===== src/rtl/core_pkg.sv =====
// Shared core definitions: memory opcodes and LSU state encoding.
// Imported by the load/store unit and its alignment helper.
package core_pkg;

  localparam int XLEN    = 32;
  localparam int MEMOP_W = 3;

  localparam logic [MEMOP_W-1:0] MEM_B  = 3'b000;
  localparam logic [MEMOP_W-1:0] MEM_H  = 3'b001;
  localparam logic [MEMOP_W-1:0] MEM_W  = 3'b010;
  localparam logic [MEMOP_W-1:0] MEM_BU = 3'b100;
  localparam logic [MEMOP_W-1:0] MEM_HU = 3'b101;

  typedef enum logic [1:0] {
    S_IDLE,
    S_REQ,
    S_RSP,
    S_DONE
  } lsu_state_e;

endpackage


===== src/rtl/lsu_align.sv =====
// Byte-lane helper: store strobe/replication and load shift/extension.
// Purely combinational; shared by the store and load paths.
module lsu_align
  import core_pkg::*;
(
  input  logic [MEMOP_W-1:0] op,
  input  logic [1:0]         off,
  input  logic [XLEN-1:0]    wdata,
  input  logic [XLEN-1:0]    rdata,
  output logic [3:0]         wstrb,
  output logic [XLEN-1:0]    wlane,
  output logic [XLEN-1:0]    rext
);

  logic [XLEN-1:0] sh;

  assign sh = rdata >> {off, 3'b000};

  always_comb begin
    wstrb = 4'hF;
    wlane = wdata;
    unique case (op[1:0])
      2'b00: begin
        wstrb = 4'b0001 << off;
        wlane = {4{wdata[7:0]}};
      end
      2'b01: begin
        wstrb = 4'b0011 << off;
        wlane = {2{wdata[15:0]}};
      end
      default: begin
        wstrb = 4'hF;
        wlane = wdata;
      end
    endcase
  end

  always_comb begin
    rext = sh;
    unique case (op)
      MEM_B:   rext = {{24{sh[7]}}, sh[7:0]};
      MEM_H:   rext = {{16{sh[15]}}, sh[15:0]};
      MEM_BU:  rext = {24'b0, sh[7:0]};
      MEM_HU:  rext = {16'b0, sh[15:0]};
      default: rext = sh;
    endcase
  end

endmodule


===== src/rtl/lsu.sv =====
// Multi-cycle load/store unit: traps bad accesses, drives a
// valid/ready data bus and returns extended load data.
module lsu
  import core_pkg::*;
(
  input  logic               clk,
  input  logic               rst_b,
  input  logic               lsu_valid,
  input  logic               lsu_read,
  input  logic               lsu_write,
  input  logic [MEMOP_W-1:0] lsu_opcode,
  input  logic [XLEN-1:0]    lsu_addr,
  input  logic [XLEN-1:0]    lsu_wdata,
  output logic               lsu_stall,
  output logic               lsu_done,
  output logic               lsu_fault,
  output logic [XLEN-1:0]    lsu_rdata,
  output logic               bus_req_valid,
  input  logic               bus_req_ready,
  output logic               bus_req_write,
  output logic [XLEN-1:0]    bus_req_addr,
  output logic [XLEN-1:0]    bus_req_wdata,
  output logic [3:0]         bus_req_wstrb,
  input  logic               bus_rsp_valid,
  input  logic [XLEN-1:0]    bus_rsp_rdata
);

  lsu_state_e state, state_n;

  logic [MEMOP_W-1:0] op_q;
  logic [1:0]         off_q;
  logic               write_q;
  logic               fault_q;
  logic [XLEN-1:0]    addr_q;
  logic [XLEN-1:0]    wdata_q;
  logic [XLEN-1:0]    rdata_q;
  logic [3:0]         wstrb_q;

  logic               req;
  logic               accept;
  logic               legal;
  logic               misal;
  logic               bad;
  logic [MEMOP_W-1:0] a_op;
  logic [1:0]         a_off;
  logic [3:0]         a_strb;
  logic [XLEN-1:0]    a_wlane;
  logic [XLEN-1:0]    a_rext;

  assign req    = lsu_valid & (lsu_read | lsu_write);
  assign accept = (state == S_IDLE) & req;

  always_comb begin
    legal = 1'b0;
    unique case (1'b1)
      lsu_write: legal = lsu_opcode inside {MEM_B, MEM_H, MEM_W};
      default:   legal = lsu_opcode inside
                   {MEM_B, MEM_H, MEM_W, MEM_BU, MEM_HU};
    endcase
  end

  assign misal = ((lsu_opcode[1:0] == 2'b01) & lsu_addr[0])
               | ((lsu_opcode[1:0] == 2'b10) & (|lsu_addr[1:0]));
  assign bad   = ~legal | misal;

  // One aligner serves the store path at accept and the load path in RSP.
  assign a_op  = (state == S_IDLE) ? lsu_opcode    : op_q;
  assign a_off = (state == S_IDLE) ? lsu_addr[1:0] : off_q;

  lsu_align u_align (
    .op    (a_op),
    .off   (a_off),
    .wdata (lsu_wdata),
    .rdata (bus_rsp_rdata),
    .wstrb (a_strb),
    .wlane (a_wlane),
    .rext  (a_rext)
  );

  always_ff @(posedge clk or negedge rst_b) begin
    if (!rst_b) begin
      state <= S_IDLE;
    end else begin
      state <= state_n;
    end
  end

  always_comb begin
    state_n = state;
    unique case (state)
      S_IDLE: if (accept) state_n = bad ? S_DONE : S_REQ;
      S_REQ:  if (bus_req_ready) state_n = S_RSP;
      S_RSP:  if (bus_rsp_valid) state_n = S_DONE;
      S_DONE: state_n = S_IDLE;
      default: state_n = S_IDLE;
    endcase
  end

  always_ff @(posedge clk or negedge rst_b) begin
    if (!rst_b) begin
      op_q    <= '0;
      off_q   <= '0;
      write_q <= 1'b0;
      fault_q <= 1'b0;
      addr_q  <= '0;
      wdata_q <= '0;
      wstrb_q <= '0;
      rdata_q <= '0;
    end else if (accept) begin
      op_q    <= lsu_opcode;
      off_q   <= lsu_addr[1:0];
      write_q <= lsu_write;
      fault_q <= bad;
      addr_q  <= {lsu_addr[XLEN-1:2], 2'b00};
      wdata_q <= lsu_write ? a_wlane : '0;
      wstrb_q <= lsu_write ? a_strb : 4'b0;
      rdata_q <= '0;
    end else if ((state == S_RSP) & bus_rsp_valid & ~write_q) begin
      rdata_q <= a_rext;
    end
  end

  assign bus_req_valid = (state == S_REQ);
  assign bus_req_write = write_q;
  assign bus_req_addr  = addr_q;
  assign bus_req_wdata = wdata_q;
  assign bus_req_wstrb = wstrb_q;

  assign lsu_done  = (state == S_DONE);
  assign lsu_fault = lsu_done & fault_q;
  assign lsu_rdata = rdata_q;
  assign lsu_stall = rst_b & req & ~lsu_done;

endmodule


===== config.mk =====
export PLATFORM = sky130hd
export DESIGN_NAME = lsu
export DESIGN_NICKNAME = d
export VERILOG_FILES = /design/src/rtl/core_pkg.sv /design/src/rtl/lsu_align.sv /design/src/rtl/lsu.sv
export SDC_FILE = /design/constraint.sdc
export NUM_CORES = 1
export LEC_CHECK = 0
export BUFFER_PORTS_ARGS = -buffer_cell sky130_fd_sc_hd__buf_4
export CORE_ASPECT_RATIO = 0.8
export CORE_MARGIN = 2
export CORE_UTILIZATION = 36
export CTS_CLUSTER_SIZE = 24
export DETAILED_ROUTE_END_ITERATION = 8
export PLACE_DENSITY_LB_ADDON = 0.08
export SLEW_MARGIN = 20
export SYNTH_ARGS = -nofsm -noshare
export SYNTH_HDL_FRONTEND = slang
export SYNTH_SLANG_ARGS = --single-unit

===== constraint.sdc =====
create_clock -name clk -period 2.26 [get_ports clk]
set_input_delay 0.339 -clock clk [delete_from_list [all_inputs] [get_ports clk]]
set_output_delay 0.339 -clock clk [all_outputs]
set_load 0.02 [all_outputs]

==> results.yml, run 1 <==
timing:
  setup_ws_ns: 0.156
  finalSetupTns_ns: 0
  max_freq_mhz: 475
  worst_pin_slew_ns: 0.663
  slew_headroom_pct: 55.5
  rsz0062_at_grt: "false"
  finClkSkew_ns: 0.0116
  fin_crit_sh_pct: 93.1
  hold_violations: 0
  drv_slew: 0
  setup_viol: 0
  period_needed_ns: 2.10
pwr:
  leakagePower_nw: 3.82
  power.total_mw: 11.0
  pwr_density_cell_nw_per_um2: 1440
  ir_drop_mv: 0.556
yosys:
  ys_types: 41
  synthesis.area_um2: 5400
  syn-instance-count: 612
  yosys-top-cells-area: "dfrtp_1 (50%), nand2_1 (12%), a21oi_1 (5.0%)"
  yosysSeqAreaShare_pct: 49.6
  yosys_warnings: 0
  yosys.area.top_type_share_pct: 49.6
  syn_avg_cell_area_um2: 8.83
  synth_top_cell_by_area: "dfrtp_1"
  synth-seq-cells: 107
layout:
  design_area_um2: 7600
  num-nets-final: 927
  fillers: 1430
  diodes: 0
  area_growth_pct: 40.7
  final_core_util_pct: 51.1
  final_layout_size_suffix_gt1_share_pct: 33.0
grt:
  grt_max_degree: 108
  antenna_found_initial: 0
  top_usage_layer: "met2"
  gr-usage-met2_pct: 33.7
  grt_first_pass_wirelength_um: 27800
  track_usage_pct: 22.1
  grt_pass1_vias: 5148
  gr-usage-met3_pct: 6.00
  grt_util_met1_pct: 31.3
  overflow: 0
floorplan:
  core_area_um2: 14900
  start_util_pct: 36.3
  std_cell_rows: 40
  io_pins: 211
  die_w_um: 141
  die_y_um: 114
  die_area_um2: 16000
clocking:
  htreeDepth: 3
  cts_sinks: 107
  clk_latency_ns: 0.37
  cts_buffers: 9
  ctsRootBufferMaster: "clkbuf_16"
  clockBufferDepth: 2
  clkTransAtPathRegs_ns: 0.07
  cts_tree: "built"
critical_path:
  crit_required_ns: 2.48
  endpoint_kind: "flop"
  r2r-start: "state[0]"
  ff2ff_path_depth: 10
  path_class: "flop to flop"
  crit_arrival_ns: 2.33
  crit_start: "state[0]"
  r2r_slack_ns: 0.16
  path_max_fanout: 12
  critPathLaunchType: "flop"
routing:
  ant_nets: 0
  drt_pass1_iterations: 5
  routedWlPerCell_um: 17.4
  viasPerCell: 5.19
  wirelength_um: 17600
  vias: 5251
  detail_route.drc_violations: 0
  drtIter0Drc: 470
placement:
  dp_slack_ns: 0.0280
  gp_congestion: 0.824
  dpl_cell_area_um2: 7270
  port_buffers: 208
  hpwl_um: 12700
flow_run:
  drv_cap: 0
min_path:
  min_path_type: "input pin to async pin"
status:
  status: "completed"
per-layer routing:
| layer | share of wire, % | vias up |
|---|---|---|
| met5 | 0 | - |
| met4 | 1.3 | 0 |
| met3 | 8.1 | 16 |
| met2 | 44 | 216 |
| met1 | 47 | 2507 |
| li1 | - | 2512 |
cells in the mapped netlist (all sizes together):
library cell    n
a211oi          8
a21boi          1
a21oi          54
a221o           1
a22oi           1
a2bb2oi         7
and2            1
and3            1
and3b           2
buf            15
clkbuf         27
conb            1
dfrtp         107
ha              4
inv             6
mux2           11
mux2i          26
nand2         175
nand2b          9
nand3           2
nand3b          1
nor2           41
nor2b           6
nor3            5
nor3b           4
o211ai         18
o21ai          43
o221a           1
o22ai           7
o31ai          23
o32a            2
o32ai           1
o41ai           1
power by group:
| group | leakage, nW | internal, mW | switching [mW] |
|---|---|---|---|
| sequential | 1.38 | 2.76 | 0.576 |
| combinational | 2.30 | 2.59 | 3.45 |
| clock | 0.144 | 0.802 | 0.781 |
| total | 3.82 | 6.15 | 4.81 |
cell type report:
cell class	instances	area, um^2	share of cell area, %
Tap cell	189	236	3.11
Inverter	6	22.5	0.296
Timing Repair Buffer	235	1830	24.0
Clock inverter	6	57.6	0.757
Clock buffer	10	239	3.14
Multi-Input combinational cell	458	2540	33.4
Sequential cell	107	2680	35.2
sequential cells by signal, summed over array words and instances (netlist names):
register and cells:
lsu_rdata 32, bus_req_addr 30, bus_req_wdata 32, bus_req_write 1, off_q 2, op_q 3, state 2, bus_req_wstrb 4
fault_q 1
worst paths after layout:
| path | end |
|---|---|
| worst min-delay path | bus_req_wdata[20] |
| worst max register to register | bus_req_wdata[12] |
| worst min register to register | bus_req_addr[27] |
| min in group clk | bus_req_addr[18] |
| worst max-delay path | bus_req_wdata[12] |
| max in group asynchronous | bus_req_addr[13] |
cell families after synthesis:
logic type / Yosys count / share of synthesized area (%)
flops: 107 / 49.6
other cells: 1 / 0.0694
fa+ha+maj: 4 / 0.926
mux: 37 / 7.34
simple gates: 247 / 18.7
buf+inv: 48 / 3.87
compound gates: 168 / 19.5
stage by stage:
step           hold WS [ns]  instances
2_1_floorplan        0.0434        613
5_1_grt               0.111       1011
6_report             0.0573       1011
3_5_place_dp          0.466        993
4_1_cts              0.0882       1009
3_3_place_gp          0.459        993
cell usage in the layout (no fill, tap or decap), types with 2 or more instances in the layout:
cell       count
o21ai_1        7
conb_1         2
ha_1           3
inv_1          6
nor3b_1        4
and3b_1        2
a2bb2oi_1      7
o32a_1         2
nor2_1        40
nor2b_1        6
nor3_1         5
buf_4        230
a211oi_1       8
o22ai_1        7
o21ai_0       35
mux2i_1       25
o31ai_1       23
buf_12         5
nand2_1      175
clkbuf_16      9
mux2_2        11
inv_6          2
o211ai_1      17
nand2b_1       9
a21oi_1       54
dfrtp_1      107
critical path, stage by stage, from the launching register on:
cell      delay (ns)
dfrtp_1         0.38
inv_1           0.10
ha_2            0.26
buf_4           0.21
nand2_1         0.08
a21boi_4        0.15
buf_12          0.14
buf_4           0.13
mux2_2          0.25
o21ai_1         0.17
o31ai_1         0.10
repair_timing:
action / CTS / global route
setup endpoints to repair: 0 / 29
hold endpoints to repair: 0 / 0
resized for setup: 0 / 4
setup buffers: 0 / 2
hold buffers: 0 / 0
(Power assumes the default switching activity.)
==> run 2, diff against run 1 <==
==> constraint.sdc (replaced) <==
create_clock -name clk -period 2.1 [get_ports clk]
set_input_delay 0.315 -clock clk [delete_from_list [all_inputs] [get_ports clk]]
set_output_delay 0.315 -clock clk [all_outputs]
set_load 0.02 [all_outputs]
==> run 2 against run 1 <==
Effect of this change: sequential share of layout area fell by 0.70 points; cell count rose by 1.2%; non-clock buffer count rose by 13; count of clock-buffer cells in the layout rose by 1; critical path depth fell by 2; setup slack got worse by 0.024 ns; sequential power rose by 6.9%; largest power group unchanged; cell area rose by 2.0%; via count rose by 0.84%; clock skew fell by 0.0070 ns; total power rose by 11%.
==> results.yml, run 2 (synthesis results as in run 1) <==
placement:
  dp_slack_ns: -0.0707
  hpwl_um: 13000
  numPlacedInstances: 1006
  port_buffers: 208
  gp_congestion: 0.800
timing:
  rsz0062_at_grt: "false"
  hold_violations: 0
  setup_viol: 0
  worst_pin_slew_ns: 0.821
  finClkSkew_ns: 0.00459
  finalHoldWorstSlack_ns: 0.0942
  period_needed_ns: 1.97
  drv_slew: 0
  slew_headroom_pct: 45.2
  max_freq_mhz: 508
  fin_crit_sh_pct: 93.7
  setup_ws_ns: 0.131
grt:
  track_usage_pct: 23.0
  grt_pass1_vias: 5290
  grt_first_pass_wirelength_um: 28900
  overflow: 0
  grt_max_degree: 107
  antenna_found_initial: 0
critical_path:
  path_max_fanout: 7
  critPathLaunchType: "flop"
  crit_required_ns: 2.34
  crit_arrival_ns: 2.21
  endpoint_kind: "flop"
  path_class: "flop to flop"
floorplan:
  std_cell_rows: 40
  core_area_um2: 14900
  io_pins: 211
  die_y_um: 114
  start_util_pct: 36.3
  die_area_um2: 16000
  die_w_um: 141
pwr:
  power_frac_clock_pct: 15.4
  ir_drop_mv: 0.682
  p_int_mw: 7.04
  swShare_pct: 42.2
  p_switching_mw: 5.13
  power.total_mw: 12.2
  seqPwrFrac_pct: 29.3
  leakagePower_nw: 3.90
  combPwrFrac_pct: 55.3
  pwr_density_cell_nw_per_um2: 1570
layout:
  final_layout_size_suffix_gt1_share_pct: 34.5
  multiInputGateArea_um2: 2560
  seq_area_um2: 2680
  fillers: 1412
  layout_common_cells: "buf_4 (241), nand2_1 (174), dfrtp_1 (107), a21oi_1 (52), nor2_1 (40)"
  diodes: 0
  num-nets-final: 940
  final_core_util_pct: 52.2
  area_growth_pct: 43.6
  final_cells: 1023
  mostFrequentLayoutCell: "buf_4"
clocking:
  hold_buffers: 0
  clk_latency_ns: 0.35
  cts_tree: "built"
  ctsRootBufferMaster: "clkbuf_16"
  clockBufferDepth: 2
  cts_buffers: 9
  clkTransAtPathRegs_ns: 0.07
  htreeDepth: 3
  cts_sinks: 107
flow_run:
  drv_cap: 0
min_path:
  min_path_type: "input pin to async pin"
routing:
  ant_nets: 0
  routedWlPerCell_um: 17.5
  viasPerCell: 5.18
  drt_pass1_iterations: 5
  detail_route.drc_violations: 0
  drtIter0Drc: 348
  wirelength_um: 17900
  vias: 5295
status:
  status: "completed"
run 2: worst paths after layout:
kind | from | to | slack [ns] | depth (start not counted)
setup reg to reg | state[1] | lsu_rdata[12] | 0.13 | 8
hold reg to reg | fault_q | fault_q | 0.48 | 2
hold / removal | rst_b | lsu_rdata[5] | 0.09 | 2
setup / recovery | state[1] | lsu_rdata[12] | 0.13 | 8
max in group asynchronous | rst_b | lsu_rdata[8] | 1.38 | 2
min in group clk | lsu_addr[26] | bus_req_addr[26] | 0.15 | 3
run 2: area by class of cell:
| class | count | area share, % |
|---|---|---|
| Sequential cell | 107 | 34.5 |
| Inverter | 6 | 0.290 |
| Multi-Input combinational cell | 458 | 33.0 |
| Clock buffer | 11 | 3.26 |
| Clock inverter | 4 | 0.952 |
| Timing Repair Buffer | 248 | 24.9 |
| Tap cell | 189 | 3.05 |
run 2: through the flow:
step           instance area, um^2  setup TNS (ns)
4_1_cts                       7730               0
3_3_place_gp                  7390               0
2_1_floorplan                 5410               0
5_1_grt                       7760               0
6_report                      7760               0
3_5_place_dp                  7390          -0.760
run 2: what timing repair did:
item                       CTS  global route
buffers inserted             0             3
pin swaps                    2             3
setup endpoints to repair   36            47
gates resized for setup      7             5
gates cloned                 0             0
run 2: power by group through the flow:
stage               clock (mW)  sequential (mW)  combinational (mW)
detailed placement           0             3.58                6.65
finish                    1.88             3.57                6.73
CTS                       1.94             3.57                6.69
global placement             0             3.56                6.56
global route              2.01             3.68                7.32
floorplan                    0             4.50                2.88
run 2: critical path, cell delays in order, from the launching register on:
cell and delay (ns):
dfrtp_1 0.39, inv_2 0.08, ha_4 0.19, mux2i_4 0.33, mux2i_2 0.29, a22oi_2 0.15
a21oi_2 0.21, buf_6 0.14, a21oi_1 0.07
run 2: metal layers:
| metal | wire (um) | share of wire, % | vias up | track usage (%) |
|---|---|---|---|---|
| li1 | - | - | 2534 | - |
| met1 | 8420 | 47 | 2545 | 32.8 |
| met2 | 7880 | 44 | 198 | 35.0 |
| met3 | 1290 | 7.2 | 18 | 6.09 |
| met4 | 249 | 1.4 | 0 | 6.07 |
| met5 | 0 | 0 | - | 0 |
